<file path="src/rtl/branch_predictor_gshare_pkg.sv">
// Shared types for the branch prediction unit.
//   word_t  : 32-bit architectural word (PCs, targets)
//   ctr2_t  : 2-bit direction counter, with named states from
//             strongly-not-taken to strongly-taken
//   seq_pc  : fall-through address of a 4-byte instruction
package branch_predictor_gshare_pkg;

    typedef logic [31:0] word_t;
    typedef logic [1:0]  ctr2_t;

    localparam ctr2_t CTR_SNT = 2'b00;
    localparam ctr2_t CTR_WNT = 2'b01;
    localparam ctr2_t CTR_WT  = 2'b10;
    localparam ctr2_t CTR_ST  = 2'b11;

    function automatic word_t seq_pc(input word_t pc);
        return pc + 32'd4;
    endfunction

endpackage

</file>
<file path="src/rtl/branch_predictor_gshare_sat_counter.sv">
// Generic saturating up/down counter, next-state only (the caller owns the
// register). Used for the PHT 2-bit cells and for the performance counters.
//   count      in  W  current value
//   en         in  1  step enable
//   up         in  1  1 = increment, 0 = decrement
//   count_next out W  value after the step, clamped at 0 and all-ones
module sat_counter #(
    parameter int W = 2
) (
    input  logic [W-1:0] count,
    input  logic         en,
    input  logic         up,
    output logic [W-1:0] count_next
);

    // Step toward the selected rail, holding once it is reached
    always_comb begin
        count_next = count;
        if (en && up && (count != {W{1'b1}})) begin
            count_next = count + W'(1);
        end else if (en && !up && (count != {W{1'b0}})) begin
            count_next = count - W'(1);
        end else begin
            count_next = count;
        end
    end

endmodule

</file>
<file path="src/rtl/branch_predictor_gshare.sv">
// Branch prediction unit: tagged BTB plus a PHT of 2-bit counters, indexed
// bimodally (MODE 0) or gshare-style (MODE 1). Lookup and resolve are
// combinational; training, history and perf counters update on CLK.
//   CLK, nRST                 clock, async active-low reset
//   fetch_pc                  PC being fetched
//   fetch_predict/target/ghr  prediction, next fetch address, history snapshot
//   mem_branch/taken/pc       resolved conditional branch in MEM
//   mem_target_res            resolved taken target
//   mem_target/predict/ghr    values carried from fetch with the branch
//   mem_flush, mem_branch_miss  redirect request, direction mispredict
//   perf_branches/misses      saturating resolve and flush counts
module branch_predictor_gshare
    import branch_predictor_gshare_pkg::*;
#(
    parameter int ENTRIES  = 16,
    parameter int GHR_BITS = 4,
    parameter int MODE     = 0,
    parameter int PERF_W   = 32
) (
    input  logic                CLK,
    input  logic                nRST,
    input  logic [31:0]         fetch_pc,
    output logic                fetch_predict,
    output logic [31:0]         fetch_target,
    output logic [GHR_BITS-1:0] fetch_ghr,
    input  logic                mem_branch,
    input  logic                mem_taken,
    input  logic [31:0]         mem_pc,
    input  logic [31:0]         mem_target_res,
    input  logic [31:0]         mem_target,
    input  logic                mem_predict,
    input  logic [GHR_BITS-1:0] mem_ghr,
    output logic                mem_flush,
    output logic                mem_branch_miss,
    output logic [PERF_W-1:0]   perf_branches,
    output logic [PERF_W-1:0]   perf_misses
);

    localparam int IDX   = $clog2(ENTRIES);
    localparam int TAG_W = 32 - IDX - 2;

    typedef struct packed {
        logic             valid;
        logic [TAG_W-1:0] tag;
        word_t            target;
    } btb_entry_t;

    btb_entry_t          btb_r [ENTRIES];
    ctr2_t               pht_r [ENTRIES];
    logic [GHR_BITS-1:0] ghr_r;
    logic [PERF_W-1:0]   perf_branches_r;
    logic [PERF_W-1:0]   perf_misses_r;

    logic [IDX-1:0]      f_bidx_s, f_pidx_s, u_bidx_s, u_pidx_s;
    logic [TAG_W-1:0]    f_tag_s, u_tag_s;
    logic [IDX-1:0]      f_hist_s, u_hist_s;
    logic                f_hit_s, f_predict_s, miss_s, flush_s;
    word_t               f_pred_target_s;
    ctr2_t               pht_next_s;
    logic [GHR_BITS-1:0] ghr_next_s;
    logic [PERF_W-1:0]   pb_next_s, pm_next_s;
    logic                unused_s;

    // The byte-offset bits never take part in indexing or tagging
    assign unused_s = ^{fetch_pc[1:0], mem_pc[1:0]};

    // Field extraction; history is zero-extended to the index width
    assign f_bidx_s = fetch_pc[IDX+1:2];
    assign f_tag_s  = fetch_pc[31:IDX+2];
    assign u_bidx_s = mem_pc[IDX+1:2];
    assign u_tag_s  = mem_pc[31:IDX+2];
    assign f_hist_s = IDX'(ghr_r);
    assign u_hist_s = IDX'(mem_ghr);
    assign f_pidx_s = (MODE == 1) ? (f_bidx_s ^ f_hist_s) : f_bidx_s;
    assign u_pidx_s = (MODE == 1) ? (u_bidx_s ^ u_hist_s) : u_bidx_s;

    // Fetch-side lookup against the current (pre-update) tables
    always_comb begin
        f_hit_s     = btb_r[f_bidx_s].valid && (btb_r[f_bidx_s].tag == f_tag_s);
        f_predict_s = f_hit_s && pht_r[f_pidx_s][1];
        if (f_predict_s) begin
            f_pred_target_s = btb_r[f_bidx_s].target;
        end else begin
            f_pred_target_s = seq_pc(fetch_pc);
        end
    end

    // MEM-side resolve: wrong direction, or taken to an unexpected target
    always_comb begin
        miss_s  = 1'b0;
        flush_s = 1'b0;
        if (mem_branch) begin
            miss_s  = (mem_predict != mem_taken);
            flush_s = miss_s || (mem_taken && mem_predict && (mem_target != mem_target_res));
        end else begin
            miss_s  = 1'b0;
            flush_s = 1'b0;
        end
    end

    // Next fetch address: a redirect from MEM overrides the prediction
    always_comb begin
        if (flush_s) begin
            fetch_target = mem_taken ? mem_target_res : seq_pc(mem_pc);
        end else begin
            fetch_target = f_pred_target_s;
        end
    end

    // Casting the widened shift keeps the low GHR_BITS, which also covers GHR_BITS = 1
    assign ghr_next_s = GHR_BITS'({ghr_r, mem_taken});

    sat_counter #(.W(2)) u_pht_ctr (
        .count      (pht_r[u_pidx_s]),
        .en         (1'b1),
        .up         (mem_taken),
        .count_next (pht_next_s)
    );

    sat_counter #(.W(PERF_W)) u_perf_branches (
        .count      (perf_branches_r),
        .en         (mem_branch),
        .up         (1'b1),
        .count_next (pb_next_s)
    );

    sat_counter #(.W(PERF_W)) u_perf_misses (
        .count      (perf_misses_r),
        .en         (flush_s),
        .up         (1'b1),
        .count_next (pm_next_s)
    );

    // Training: PHT step, BTB fill on taken, history shift, perf counting
    always_ff @(posedge CLK or negedge nRST) begin
        if (!nRST) begin
            for (int i = 0; i < ENTRIES; i++) begin
                btb_r[i] <= '0;
                pht_r[i] <= CTR_WNT;
            end
            ghr_r           <= {GHR_BITS{1'b0}};
            perf_branches_r <= {PERF_W{1'b0}};
            perf_misses_r   <= {PERF_W{1'b0}};
        end else if (mem_branch) begin
            pht_r[u_pidx_s] <= pht_next_s;
            if (mem_taken) begin
                btb_r[u_bidx_s] <= '{valid: 1'b1, tag: u_tag_s, target: mem_target_res};
            end
            ghr_r           <= ghr_next_s;
            perf_branches_r <= pb_next_s;
            perf_misses_r   <= pm_next_s;
        end
    end

    assign fetch_predict   = f_predict_s;
    assign fetch_ghr       = ghr_r;
    assign mem_flush       = flush_s;
    assign mem_branch_miss = miss_s;
    assign perf_branches   = perf_branches_r;
    assign perf_misses     = perf_misses_r;

endmodule

</file>
<file path="config.mk">
export PLATFORM = sky130hd
export DESIGN_NAME = branch_predictor_gshare
export DESIGN_NICKNAME = d
export VERILOG_FILES = /design/src/rtl/branch_predictor_gshare_pkg.sv /design/src/rtl/branch_predictor_gshare_sat_counter.sv /design/src/rtl/branch_predictor_gshare.sv
export SDC_FILE = /design/constraint.sdc
export NUM_CORES = 2
export LEC_CHECK = 0
export ABC_AREA = 1
export CORE_MARGIN = 10
export CORE_UTILIZATION = 30
export CTS_CLUSTER_DIAMETER = 200
export CTS_CLUSTER_SIZE = 30
export DETAILED_ROUTE_END_ITERATION = 16
export HOLD_SLACK_MARGIN = 0.15
export PLACE_DENSITY_LB_ADDON = 0.05
export SKIP_CTS_REPAIR_TIMING = 1
export SYNTH_ARGS = -nofsm -noshare
export SYNTH_HDL_FRONTEND = slang
export SYNTH_HIERARCHICAL = 1
export SYNTH_SLANG_ARGS = --single-unit
</file>
<file path="constraint.sdc">
create_clock -name CLK -period 9.15 [get_ports CLK]
set_input_delay 1.83 -clock CLK [delete_from_list [all_inputs] [get_ports CLK]]
set_output_delay 1.83 -clock CLK [all_outputs]
set_load 0.02 [all_outputs]
</file>
==> flow_metrics.env <==
export IMPL_status="finished, final reports clean"
export IMPL_grtUsageMet2_pct=37.0
export IMPL_detail_route_first_pass_iterations=7
export IMPL_cellInternalPower_uw=7910
export IMPL_hpwlAfterDp_um=146000
export IMPL_path_cells="buf_2, inv_2, nor2_4, buf_4, nand2_1, nand2_1, inv_1, nand3_1, nand3_1, nor3_1, nand2_1, nor2_8, nand2_4, nand2_1, nand3_1, nand2_1, clkdlybuf4s50_1"
export IMPL_cts_sinks=1044
export IMPL_synth_compound_area_share_pct=15.7
export IMPL_p_clk_share_pct=18.9
export IMPL_yosys_top_cells_count="2,530 x nand2_1, 1,277 x o21ai_0, 1,028 x dfrtp_1"
export IMPL_synth_fa_ha_area_share_pct=0.310
export IMPL_met1_usage_pct=29.9
export IMPL_fmax_ghz=0.125
export IMPL_drc_errors=0
export IMPL_power_switching_uw=5070
export IMPL_grt_pass1_wl_um=343000
export IMPL_finalSetupTns_ns=0
export IMPL_min_period_over_period_pct=87.3
export IMPL_start_util_pct=30.1
export IMPL_worst_path_largest_cell_delay_ns=0.67
export IMPL_cts_tree="yes"
export IMPL_cp_start_kind="input port"
export IMPL_cts_buffers=40
export IMPL_overflow=0
export IMPL_rsz0062_at_grt="no"
export IMPL_synthXorXnorAreaFrac_pct=1.68
export IMPL_synth_avg_cell_area_um2=7.28
export IMPL_synth_area_um2=56500
export IMPL_worst_pin_slew_ns=1.47
export IMPL_clk_latency_ns=0.69
export IMPL_antenna_found_initial=19
export IMPL_crit_arrival_ns=6.16
export IMPL_synth_cell_types=50
export IMPL_synthFlopType="dfrtp_1"
export IMPL_ys_warn_count=6
export IMPL_netlist_instances=7760
export IMPL_critical_path_top_delay_family="simple AND/OR/NAND/NOR gates"
export IMPL_p_leak_uw=0.0290
export IMPL_first_global_vias=48200
export IMPL_nNetsFinal=7785
export IMPL_synth_largest_area_cell="dfrtp_1"
export IMPL_globalRouteMet3Util_pct=1.36
export IMPL_path_class="in -> out"
export IMPL_max_cap_viol_count=0
export IMPL_critPathBufInv=5
export IMPL_synth_mux_area_share_pct=0
export IMPL_min_period_ns=7.99
export IMPL_clkSlewWorstSetupHoldPaths_ns=0.13
export IMPL_area_growth_syn_to_layout_pct=9.28
export IMPL_gp_congestion=0.863
export IMPL_critPathRequiredTime_ns=7.32
export IMPL_synth_edff_count=0
export IMPL_async_flop_share_pct=100
export IMPL_dieArea_um2=206000
export IMPL_antenna_left=0
export IMPL_synth_simple_area_share_pct=26.7
export IMPL_fillers=20500
export IMPL_cts_root_buf="clkbuf_16"
export IMPL_design_power_total_uw=13000
export IMPL_htreeDepth=2
export IMPL_port_buffer_count=235
export IMPL_first_iter_violations=4493
export IMPL_grt_max_degree=157
export IMPL_grt_busiest_layer="met2"
export IMPL_end_kind="output pin"
export IMPL_clock_skew_ns=0.0225
export IMPL_vias_per_cell=4.97
export IMPL_cp_slowest_cell="nor2_4"
export IMPL_synth_most_common_cell="nand2_1"
export IMPL_synth_ff_latch_count=1044
export IMPL_hold_class="reg -> reg"
export IMPL_routed_via_count=50400
export IMPL_die_y_um=454
export IMPL_post_drt_wl_per_cell_um=22.8
export IMPL_p_per_area_nw_per_um2=210
export IMPL_slew_headroom_pct=1.99
export IMPL_num_rows=159
export IMPL_combPwrFrac_pct=32.6
export IMPL_seqPwrFrac_pct=48.5
export IMPL_setup_violations=0
export IMPL_ioPinCount=240
export IMPL_r2r_setup_slack_ns=6.37
export IMPL_track_usage_pct=22.0
export IMPL_hold_viol_final=0
export IMPL_drive_above_1_share_pct=5.22
export IMPL_synth_top_cell_area_share_pct=45.6
export IMPL_netlist_top_cells_area="dfrtp_1 46%, nand2_1 17%, o21ai_0 11%"
export IMPL_drv_slew=0
export IMPL_irDropWorstVdd_mv=0.133
export IMPL_crit_top_cell="nand2_1"
export IMPL_placeableCoreArea_um2=187000
export IMPL_synth_seq_area_share_pct=46.3
export IMPL_die_x_um=454
export IMPL_wl_um=232000
export IMPL_clk_path_buf_depth=3
export IMPL_swShare_pct=39.1
export IMPL_synth_top_family_by_area="simple AND/OR/NAND/NOR gates"
export IMPL_crit_fanout=27
-- power groups by stage --
| stage | logic [uW] | clock network, uW | registers, uW |
|---|---|---|---|
| 2_1_floorplan | 2880 | 0 | 6270 |
| 3_3_place_gp | 4210 | 0 | 6390 |
| 3_5_place_dp | 4240 | 0 | 6400 |
| 4_1_cts | 4260 | 2580 | 6310 |
| 5_1_grt | 4820 | 2700 | 6450 |
| 6_report | 4230 | 2450 | 6300 |
-- sequential cells by signal, indices dropped and copies added (netlist names) --
register       flops
btb_r            944
fetch_ghr          4
perf_branches     32
perf_misses       32
pht_r             32
-- worst paths after layout --
path	startpoint	to	cells after the start
min	btb_r[884]$_DFFE_PN0P_	btb_r[884]$_DFFE_PN0P_	2
min reg2reg	btb_r[884]$_DFFE_PN0P_	btb_r[884]$_DFFE_PN0P_	2
min in group asynchronous	nRST	btb_r[350]$_DFFE_PN0P_	1
max in group asynchronous	nRST	btb_r[668]$_DFFE_PN0P_	3
max	fetch_pc[5]	fetch_target[21]	17
max reg2reg	perf_misses[0]$_DFFE_PN0P_	perf_misses[25]$_DFFE_PN0P_	14
-- worst reg2reg max path, stage by stage (launching register included) --
cell and delay, ns:
dfrtp_1 0.61, ha_1 0.29, inv_1 0.11, nor2_2 0.18, nand2_2 0.14, nor2_4 0.22, nand2_2 0.09, nand2_4 0.32
inv_4 0.25, nand3_1 0.20, nand2_1 0.07, nand2_1 0.05, nand2_1 0.04, nand2_1 0.06, nand2_1 0.05
-- area by class of cell --
class | count | area (um^2) | area share (%)
tap | 2495 | 3120 | 5.06
sequential | 1044 | 26100 | 42.4
clock inverter | 2 | 28.8 | 0.0466
inverter | 735 | 2790 | 4.52
clock buffer | 46 | 1040 | 1.69
multi-input combinational | 5463 | 25200 | 40.9
timing repair buffer | 350 | 3330 | 5.40
antenna | 13 | 32.5 | 0.0527
-- logic make-up (layout without fill, tap and decap cells) --
| family | count (synthesis) | in the layout |
|---|---|---|
| other | 1 | 21 |
| AOI/OAI and AO/OA | 1665 | 1665 |
| xor gates and xnor gates | 108 | 108 |
| DFF | 1044 | 1044 |
| buffers and inverters | 1260 | 1133 |
| and+or+nand+nor | 3668 | 3668 |
| adders and majority gates | 14 | 14 |
-- routing by layer --
layer	vias up	wire length [um]
met5	-	0
met1	24700	106000
li1	24400	-
met3	218	7150
met4	0	8030
met2	1057	110000
-- cells in the final DEF, fill, tap and decap left out, types with 13 or more instances in the layout --
cell type | synthesis | layout
nor2_2 | 25 | 23
clkdlybuf4s50_1 | 0 | 214
dfstp_2 | 16 | 16
diode_2 | 0 | 13
nand4_1 | 44 | 44
a21oi_1 | 154 | 153
nand2_1 | 2530 | 2523
buf_4 | 24 | 119
nand2_2 | 54 | 54
o22ai_1 | 54 | 54
inv_2 | 18 | 21
a221oi_1 | 22 | 22
nor2_1 | 456 | 448
xor2_1 | 87 | 87
o211ai_1 | 31 | 31
nor3_1 | 42 | 42
o21ai_2 | 34 | 34
o21ai_1 | 26 | 26
o21ai_0 | 1277 | 1277
nor2_4 | 15 | 25
inv_1 | 709 | 704
a31oi_1 | 14 | 14
clkbuf_16 | 0 | 41
ha_1 | 14 | 14
dfrtp_1 | 1028 | 1028
xnor2_1 | 21 | 21
nand3_1 | 452 | 452
-- stage by stage --
step	setup slack (ns)	std cells	instance area [um^2]	hold slack (ns)	utilization, %
global route	0.945	10100	61700	0.509	32.9
CTS	1.08	10100	61700	0.489	32.9
floorplan	3.62	7767	56500	0.434	-
global placement	1.07	10100	60600	0.452	32.3
finish	1.16	10100	61700	0.486	32.9
detailed placement	1.07	10100	60600	0.451	32.3
(Power assumes the default switching activity.)
